File: src/rtl/clk_div_meter_pkg.sv
// Shared definitions for the clock-divider measurement block: defaults and
// the measurement FSM state type.
package clk_div_meter_pkg;

    // Default counter width; the longest measurable period is 2**WIDTH-1 cycles.
    localparam int unsigned DEF_WIDTH       = 16;

    // Default synchronizer depth on the asynchronous input (must be >= 2).
    localparam int unsigned DEF_SYNC_STAGES = 2;

    // Measurement FSM: IDLE waits for an arming edge, MEASURE counts.
    typedef enum logic {
        ST_IDLE    = 1'b0,
        ST_MEASURE = 1'b1
    } meter_state_t;

endpackage

File: src/rtl/sync_edge_det.sv
// Multi-stage synchronizer for an asynchronous level plus a rising-edge
// detector on the synchronized output. Reusable for buttons and resets.
module sync_edge_det
    import clk_div_meter_pkg::*;
#(
    parameter int unsigned STAGES = DEF_SYNC_STAGES
) (
    input  logic clk,
    input  logic rst_n,
    input  logic d,
    output logic s,
    output logic rise
);

    logic [STAGES-1:0] sync_q;
    logic              s_d;

    // Shift the input through the synchronizer chain and delay the last stage.
    always_ff @(posedge clk) begin
        if (!rst_n) begin
            sync_q <= '0;
            s_d    <= 1'b0;
        end else begin
            sync_q <= {sync_q[STAGES-2:0], d};
            s_d    <= sync_q[STAGES-1];
        end
    end

    assign s    = sync_q[STAGES-1];
    assign rise = s & ~s_d;

endmodule

File: src/rtl/clk_div_meter.sv
// Period / high-time meter for a slow divided clock or pulse train.
// Each rise-to-rise interval of the synchronized input is counted in clk
// cycles; results are published with a one-cycle valid strobe. Two equal
// consecutive periods raise locked; a missing edge for 2**WIDTH-1 cycles
// raises the sticky timeout flag.
module clk_div_meter
    import clk_div_meter_pkg::*;
#(
    parameter int unsigned WIDTH       = DEF_WIDTH,
    parameter int unsigned SYNC_STAGES = DEF_SYNC_STAGES
) (
    input  logic             clk,
    input  logic             rst_n,
    input  logic             en,
    input  logic             sig_in,
    output logic [WIDTH-1:0] period,
    output logic [WIDTH-1:0] high_time,
    output logic             valid,
    output logic             locked,
    output logic             timeout
);

    localparam logic [WIDTH-1:0] CNT_MAX = '1;
    localparam logic [WIDTH-1:0] CNT_ONE = WIDTH'(1);

    meter_state_t     state;
    logic [WIDTH-1:0] per_cnt;
    logic [WIDTH-1:0] hi_cnt;
    logic             s;
    logic             rise;

    sync_edge_det #(
        .STAGES (SYNC_STAGES)
    ) u_sync (
        .clk   (clk),
        .rst_n (rst_n),
        .d     (sig_in),
        .s     (s),
        .rise  (rise)
    );

    // Measurement FSM with counters, result registers, lock and timeout.
    always_ff @(posedge clk) begin
        if (!rst_n) begin
            state     <= ST_IDLE;
            per_cnt   <= '0;
            hi_cnt    <= '0;
            period    <= '0;
            high_time <= '0;
            valid     <= 1'b0;
            locked    <= 1'b0;
            timeout   <= 1'b0;
        end else begin
            valid <= 1'b0;
            if (!en) begin
                // Disable overrides any edge; results and timeout are kept.
                state   <= ST_IDLE;
                per_cnt <= '0;
                hi_cnt  <= '0;
                locked  <= 1'b0;
            end else begin
                case (state)
                    ST_IDLE: begin
                        per_cnt <= '0;
                        hi_cnt  <= '0;
                        if (rise) begin
                            // First edge only arms; the rise cycle itself is high.
                            state   <= ST_MEASURE;
                            per_cnt <= CNT_ONE;
                            hi_cnt  <= CNT_ONE;
                        end
                    end
                    ST_MEASURE: begin
                        if (rise) begin
                            // Edge wins over saturation, so period may equal CNT_MAX.
                            period    <= per_cnt;
                            high_time <= hi_cnt;
                            valid     <= 1'b1;
                            timeout   <= 1'b0;
                            locked    <= (per_cnt == period) && (period != '0);
                            per_cnt   <= CNT_ONE;
                            hi_cnt    <= CNT_ONE;
                        end else if (per_cnt == CNT_MAX) begin
                            state   <= ST_IDLE;
                            per_cnt <= '0;
                            hi_cnt  <= '0;
                            timeout <= 1'b1;
                            locked  <= 1'b0;
                        end else begin
                            per_cnt <= per_cnt + CNT_ONE;
                            if (s) begin
                                hi_cnt <= hi_cnt + CNT_ONE;
                            end
                        end
                    end
                    default: begin
                        state   <= ST_IDLE;
                        per_cnt <= '0;
                        hi_cnt  <= '0;
                    end
                endcase
            end
        end
    end

endmodule
File: config.mk
export PLATFORM = sky130hd
export DESIGN_NAME = clk_div_meter
export DESIGN_NICKNAME = d
export VERILOG_FILES = /design/src/rtl/clk_div_meter_pkg.sv /design/src/rtl/sync_edge_det.sv /design/src/rtl/clk_div_meter.sv
export SDC_FILE = /design/constraint.sdc
export NUM_CORES = 1
export LEC_CHECK = 0
export ABC_CLOCK_PERIOD_IN_PS = 3400
export BUFFER_PORTS_ARGS = -buffer_cell sky130_fd_sc_hd__buf_2
export CAP_MARGIN = 20
export CORE_MARGIN = 3
export CORE_UTILIZATION = 55
export CTS_BUF_LIST = sky130_fd_sc_hd__clkbuf_2
export DETAILED_ROUTE_END_ITERATION = 8
export GPL_ROUTABILITY_DRIVEN = 0
export GPL_TIMING_DRIVEN = 0
export PLACE_DENSITY = 0.76
export SLEW_MARGIN = 10
export SYNTH_ARGS = -nofsm -noshare
export SYNTH_HDL_FRONTEND = slang
export SYNTH_SLANG_ARGS = --single-unit
File: constraint.sdc
create_clock -name clk -period 3.4 [get_ports clk]
set_input_delay 0.17 -clock clk [delete_from_list [all_inputs] [get_ports clk]]
set_output_delay 0.17 -clock clk [all_outputs]
set_load 0.02 [all_outputs]
==> After elaboration in Yosys (flattened, before gate mapping) <==
Index checks and enable logic that the tools add are counted.
{ "totals": {"register_bits": 71, "input_bits": 4, "output_inout_bits": 35, "elab_cells": 42} }
{ "op_classes": {"n_addsub": 2, "eq_ne": 3, "mux": 16, "bitwise": 3, "n_reduce_logical": 8} }
{ "ops": {"columns": ["cell", "count"], "rows": [
  ["two-way mux 16 bit", 5],
  ["case mux 16 bit (2 select lines)", 2],
  ["adder 16 x 1 -> 16 bit (second input constant)", 2],
  ["== test 16 bit", 1],
  ["== test 16 bit (second input constant)", 1],
  ["nonzero test 16 bit", 1],
  ["AND reduction 3 bit", 3],
  ["two-way mux 1 bit", 8],
  ["inequality test 4 x 1 -> 1 bit (second input constant)", 1],
  ["AND reduction 2 bit", 2],
  ["inverter 1 bit", 2],
  ["case mux 1 bit (2 select lines)", 1],
  ["nonzero test 2 bit", 1],
  ["AND 1 bit", 1],
  ["logical AND 1 bit", 1]
]} }

==> Longest topological paths before layout <==
{ "depth": {"ltp_word": 5, "depth_mapped": 8, "depth_no_buf": 6} }

==> Cells and area by module <==
From an unflattened synthesis, not the netlist that was laid out.
{ "unflattened": {"hier_cells": 295, "hier_area_um2": 2890.3} }
{ "modules_own_cells": {"columns": ["module", "n_inst", "cells_each", "area_per_inst_um2", "seq_area_each_um2"], "rows": [
  ["clk_div_meter", 1, 288, 2797.7, 1361.3],
  ["sync_edge_det", 1, 7, 92.6, 60.1]
]} }

==> Worst setup path after synthesis <==
Ideal clock, no wire load.
{ "synth_path": {"kind": "register -> register", "startpoint": "register per_cnt[0]", "endpoint": "register hi_cnt[10]", "setup_ns": 0.115, "arrival_time_ns": 1.805, "required_ns": 3.285, "slack_ns": 1.480, "path_stages_with_launch": 9, "period_less_slack_ns": 1.920, "cell_sequence": "dfxtp_1 ha_1 nand3_1 or4_4 nand2_1 or3_1 buf_2 buf_4 nor2_1"} }
{ "synth_via": {"elab_chain_cells": 4, "word_cells_on_any_way": 5} }
{ "synth_lines": {"columns": ["element", "line_no", "source"], "rows": [
  ["start, declared", "clk_div_meter.sv:27", "logic [WIDTH-1:0] per_cnt;"],
  ["start signal, assigned", "clk_div_meter.sv:90", "per_cnt <= per_cnt + CNT_ONE;"],
  ["== test 16 bit (*)", "clk_div_meter.sv:83", "end else if (per_cnt == CNT_MAX) begin"],
  ["two-way mux 16 bit", "clk_div_meter.sv:83", null],
  ["two-way mux 16 bit", "clk_div_meter.sv:74", "if (rise) begin"],
  ["case mux 16 bit (2 select lines)", "clk_div_meter.sv:62", "case (state)"],
  ["end signal, assigned", "clk_div_meter.sv:92", "hi_cnt <= hi_cnt + CNT_ONE;"],
  ["end, declared", "clk_div_meter.sv:28", "logic [WIDTH-1:0] hi_cnt;"]
]} }
Mark *: on every way between the ends. The rest lies on a longest branch, timed or not.
A chain may end at the register's enable or synchronous reset.

==> Final worst setup path <==
{ "layout_path": {"startpoint": "register per_cnt[1]", "endpoint": "register per_cnt[2]"} }
{ "layout_via": {"elab_chain_cells": 4, "word_cells_on_any_way": 5} }
{ "layout_lines": {"columns": ["element", "line_no"], "rows": [
  ["adder 16 x 1 -> 16 bit or == test 16 bit (tied branches)", "clk_div_meter.sv:90, clk_div_meter.sv:83"],
  ["two-way mux 16 bit (*)", "clk_div_meter.sv:83"],
  ["two-way mux 16 bit (*)", "clk_div_meter.sv:74"],
  ["case mux 16 bit (2 select lines) (*)", "clk_div_meter.sv:62"]
]} }
Marks and branches as above.

==> run metrics <==
status=finished, final reports clean; CTS resizes=0; ys flop type=dfxtp_1; maxcap violations=0; hold buffers post-CTS=3; PD cells=343 nW/um^2; Setup Skew=0.0142 ns; Rows=27; Pint=937 uW; reg2reg end=per_cnt[2]$_SDFF_PP0_; critical path class=flip-flop to flip-flop; routed len/inst=between 10 and 15 um; crit-path cells=ha_1, nand3_1, or4_4, nand2_1, or3_1, buf_2, buf_4, nor2_1; cell count after synthesis=384; P_sw=between 200 and 300 uW; Ant. Diodes=0; global-route wire length before repair=11800 um; family with the most delay on the worst path=simple AND/OR/NAND/NOR gates; worst-path maximum fanout=10; initial antenna violation count=0; clk root buf=clkbuf_2; clk buf depth=2; Crit path depth=8; area of the die=about 6800 um^2; Final Slew Violations=0; WL final=7060 um; WP buf/inv=2; CP Launch Point=per_cnt[1]$_SDFF_PP0_; Post-synth ARST share=0; Layout Cells excl Fill=511; Synth top area share=0.445; WP data required=about 3.8 ns; DR vias/cell=5.36; post-synthesis sequential area ratio=0.445; Synth cell types=38; peak supply drop=0.000292 V; drt pass-1 iters=4; RSZ-0062 raised after global routing=no; CTS clk-pin slew, worst paths=approximately 0.16 ns; most frequent cell after synthesis=nand2_1; die width=82.2 um; Leak=1.32 nW; Worst path slowest cell=or4_4; PortBufs=38; DP HPWL=5120 um; relative slew slack=0.655; clk_lat worst skew=0.48 ns; core area=approximately 5600 um^2; starting DRC count in detailed routing=about 210; antenna viol nets, final=0; Final Cycle Share=0.664; R2R Path Start=per_cnt[1]$_SDFF_PP0_; fillers=just over 500; total power=1.22 mW; setup bufs post-CTS=0; syn_area_per_cell=between 8 and 9 um^2; r2r setup slk=approximately 1.1 ns; EDFF count, synth=0; Setup crit end kind=flip-flop; Post-Place Cells=between 400 and 500; Logic pwr share=0.024; Worst Reg-to-Reg Cells=8; maximum clock rate=443 MHz; clock share of power=0.292; nets@finish=442; leading area contributor after synthesis=dfxtp_1; GRT Overall Usage=0.229; crit path to=per_cnt[2]$_SDFF_PP0_; largest cells by area after synthesis=dfxtp_1 (45%), nand2_1 (9.8%), a21boi_0 (7.5%); crit start category=flip-flop; CTS tree=built; drt drc=0; cell area after synthesis=3190 um^2; max incr delay on CP=between 0.5 and 0.6 ns; Starting Density=0.573; number of global-route vias before repair=roughly 2400; Area Growth Syn to Fin=11.8%; final number of hold-violating endpoints=0; sw frac=0.234; share of cells above drive strength 1=0.157; Yosys warnings=0; Slew @ Worst Pin=roughly 0.52 ns; Seq cells post-synth=71; top post-synthesis cells by count=nand2_1 (83), dfxtp_1 (71), nor2_1 (35); die height=roughly 80 um; H-tree Lvls=3; number of vias in the routed layout=2738; final setup TNS=0 ns; Worst EP arrival=2.64 ns; Tmin final=about 2.3 ns; Mapped Nets=390; total gr overflow=0; sequential power share=0.684; largest net degree at the start of global routing=11; IO Pins=39; Setup-failing EPs final=0; CTS buffer count=9; CTS sink count=71; hold crit path type=input pin to flip-flop
[metrics by stage]
step | hold slack [ns] | utilization | setup WS, ns | cell area, um^2
final | 0.428 | 0.640 | 1.14 | 3570
after global routing | 0.403 | 0.640 | 0.972 | 3570
after CTS | 0.403 | 0.640 | 1.15 | 3570
after detailed placement | 0.389 | 0.623 | 1.17 | 3470
after global placement | 0.377 | 0.623 | 1.14 | 3470
after floorplan | 0.297 | - | 1.48 | 3190
[sequential cells by signal (all words and copies together) (netlist names)]
signal / flops
period: 16
high_time: 16
timeout: 1
locked: 1
u_sync.sync_q: 2
state: 1
u_sync.s_d: 1
per_cnt: 16
valid: 1
hi_cnt: 16
[tightest hold or removal path, delay by kind of cell]
| kind | cells | cell delay [ns] |
|---|---|---|
| buffers and inverters | 2 | 0.60 |
| AND/OR/NAND/NOR | 1 | 0.11 |
[routing by layer]
| metal | vias to the layer above | global-route usage | wire length, um |
|---|---|---|---|
| met5 | - | 0 | 0 |
| met1 | 1274 | 0.336 | 3590 |
| met2 | 66 | 0.322 | 3020 |
| met4 | 0 | 0.0797 | 69 |
| li1 | 1391 | - | - |
| met3 | 7 | 0.0586 | 386 |
[kinds of logic after synthesis]
logic type | Yosys count | synth area share
xor gates and xnor gates | 40 | 0.110
DFF | 71 | 0.445
and+or+nand+nor | 179 | 0.260
buffers and inverters | 32 | 0.0451
AOI/OAI and AO/OA | 59 | 0.129
muxes | 1 | 0.00314
adders and majority gates | 2 | 0.00784
[cells in the final DEF, fill, tap and decap left out, types with 3 or more instances in the layout]
| cell | count |
|---|---|
| nand4_1 | 16 |
| dlygate4sd3_1 | 3 |
| xor2_1 | 17 |
| nor3_1 | 3 |
| inv_1 | 6 |
| nor2_1 | 35 |
| a21oi_1 | 14 |
| nand3_1 | 18 |
| o21ai_0 | 4 |
| a21boi_0 | 32 |
| nor4_1 | 6 |
| clkbuf_1 | 16 |
| buf_2 | 43 |
| dfxtp_1 | 71 |
| and2_1 | 4 |
| clkbuf_2 | 13 |
| nand2_1 | 83 |
| xnor2_1 | 23 |
[worst min-delay path by stage]
stage | startpoint | to | slack [ns] | cells past startpoint
2_1_floorplan | sig_in | u_sync.sync_q[0]$_SDFF_PN0_ | 0.30 | 1
3_3_place_gp | sig_in | u_sync.sync_q[0]$_SDFF_PN0_ | 0.38 | 2
3_5_place_dp | sig_in | u_sync.sync_q[0]$_SDFF_PN0_ | 0.39 | 2
4_1_cts | sig_in | u_sync.sync_q[0]$_SDFF_PN0_ | 0.40 | 3
5_1_grt | sig_in | u_sync.sync_q[0]$_SDFF_PN0_ | 0.40 | 3
6_report | sig_in | u_sync.sync_q[0]$_SDFF_PN0_ | 0.43 | 3
[power groups by stage]
stage	sequential (mW)	clock, mW	combinational, mW
after floorplan	0.854	0	0.0178
after global placement	0.854	0	0.0262
after detailed placement	0.854	0	0.0270
after CTS	0.837	0.366	0.0294
after global routing	0.838	0.407	0.0326
final	0.837	0.357	0.0296
[area by class of cell]
cell class / count / area (um^2) / share of cell area
buffer: 26 / 121 / 0.0340
clock buffer: 11 / 55.1 / 0.0154
clock inverter: 3 / 12.5 / 0.00351
inverter: 6 / 22.5 / 0.00631
multi-input combinational: 281 / 1630 / 0.456
sequential: 71 / 1420 / 0.398
tap: 72 / 90.1 / 0.0252
timing repair buffer: 41 / 220 / 0.0617
Note: power is estimated with default switching activity, not from simulation.
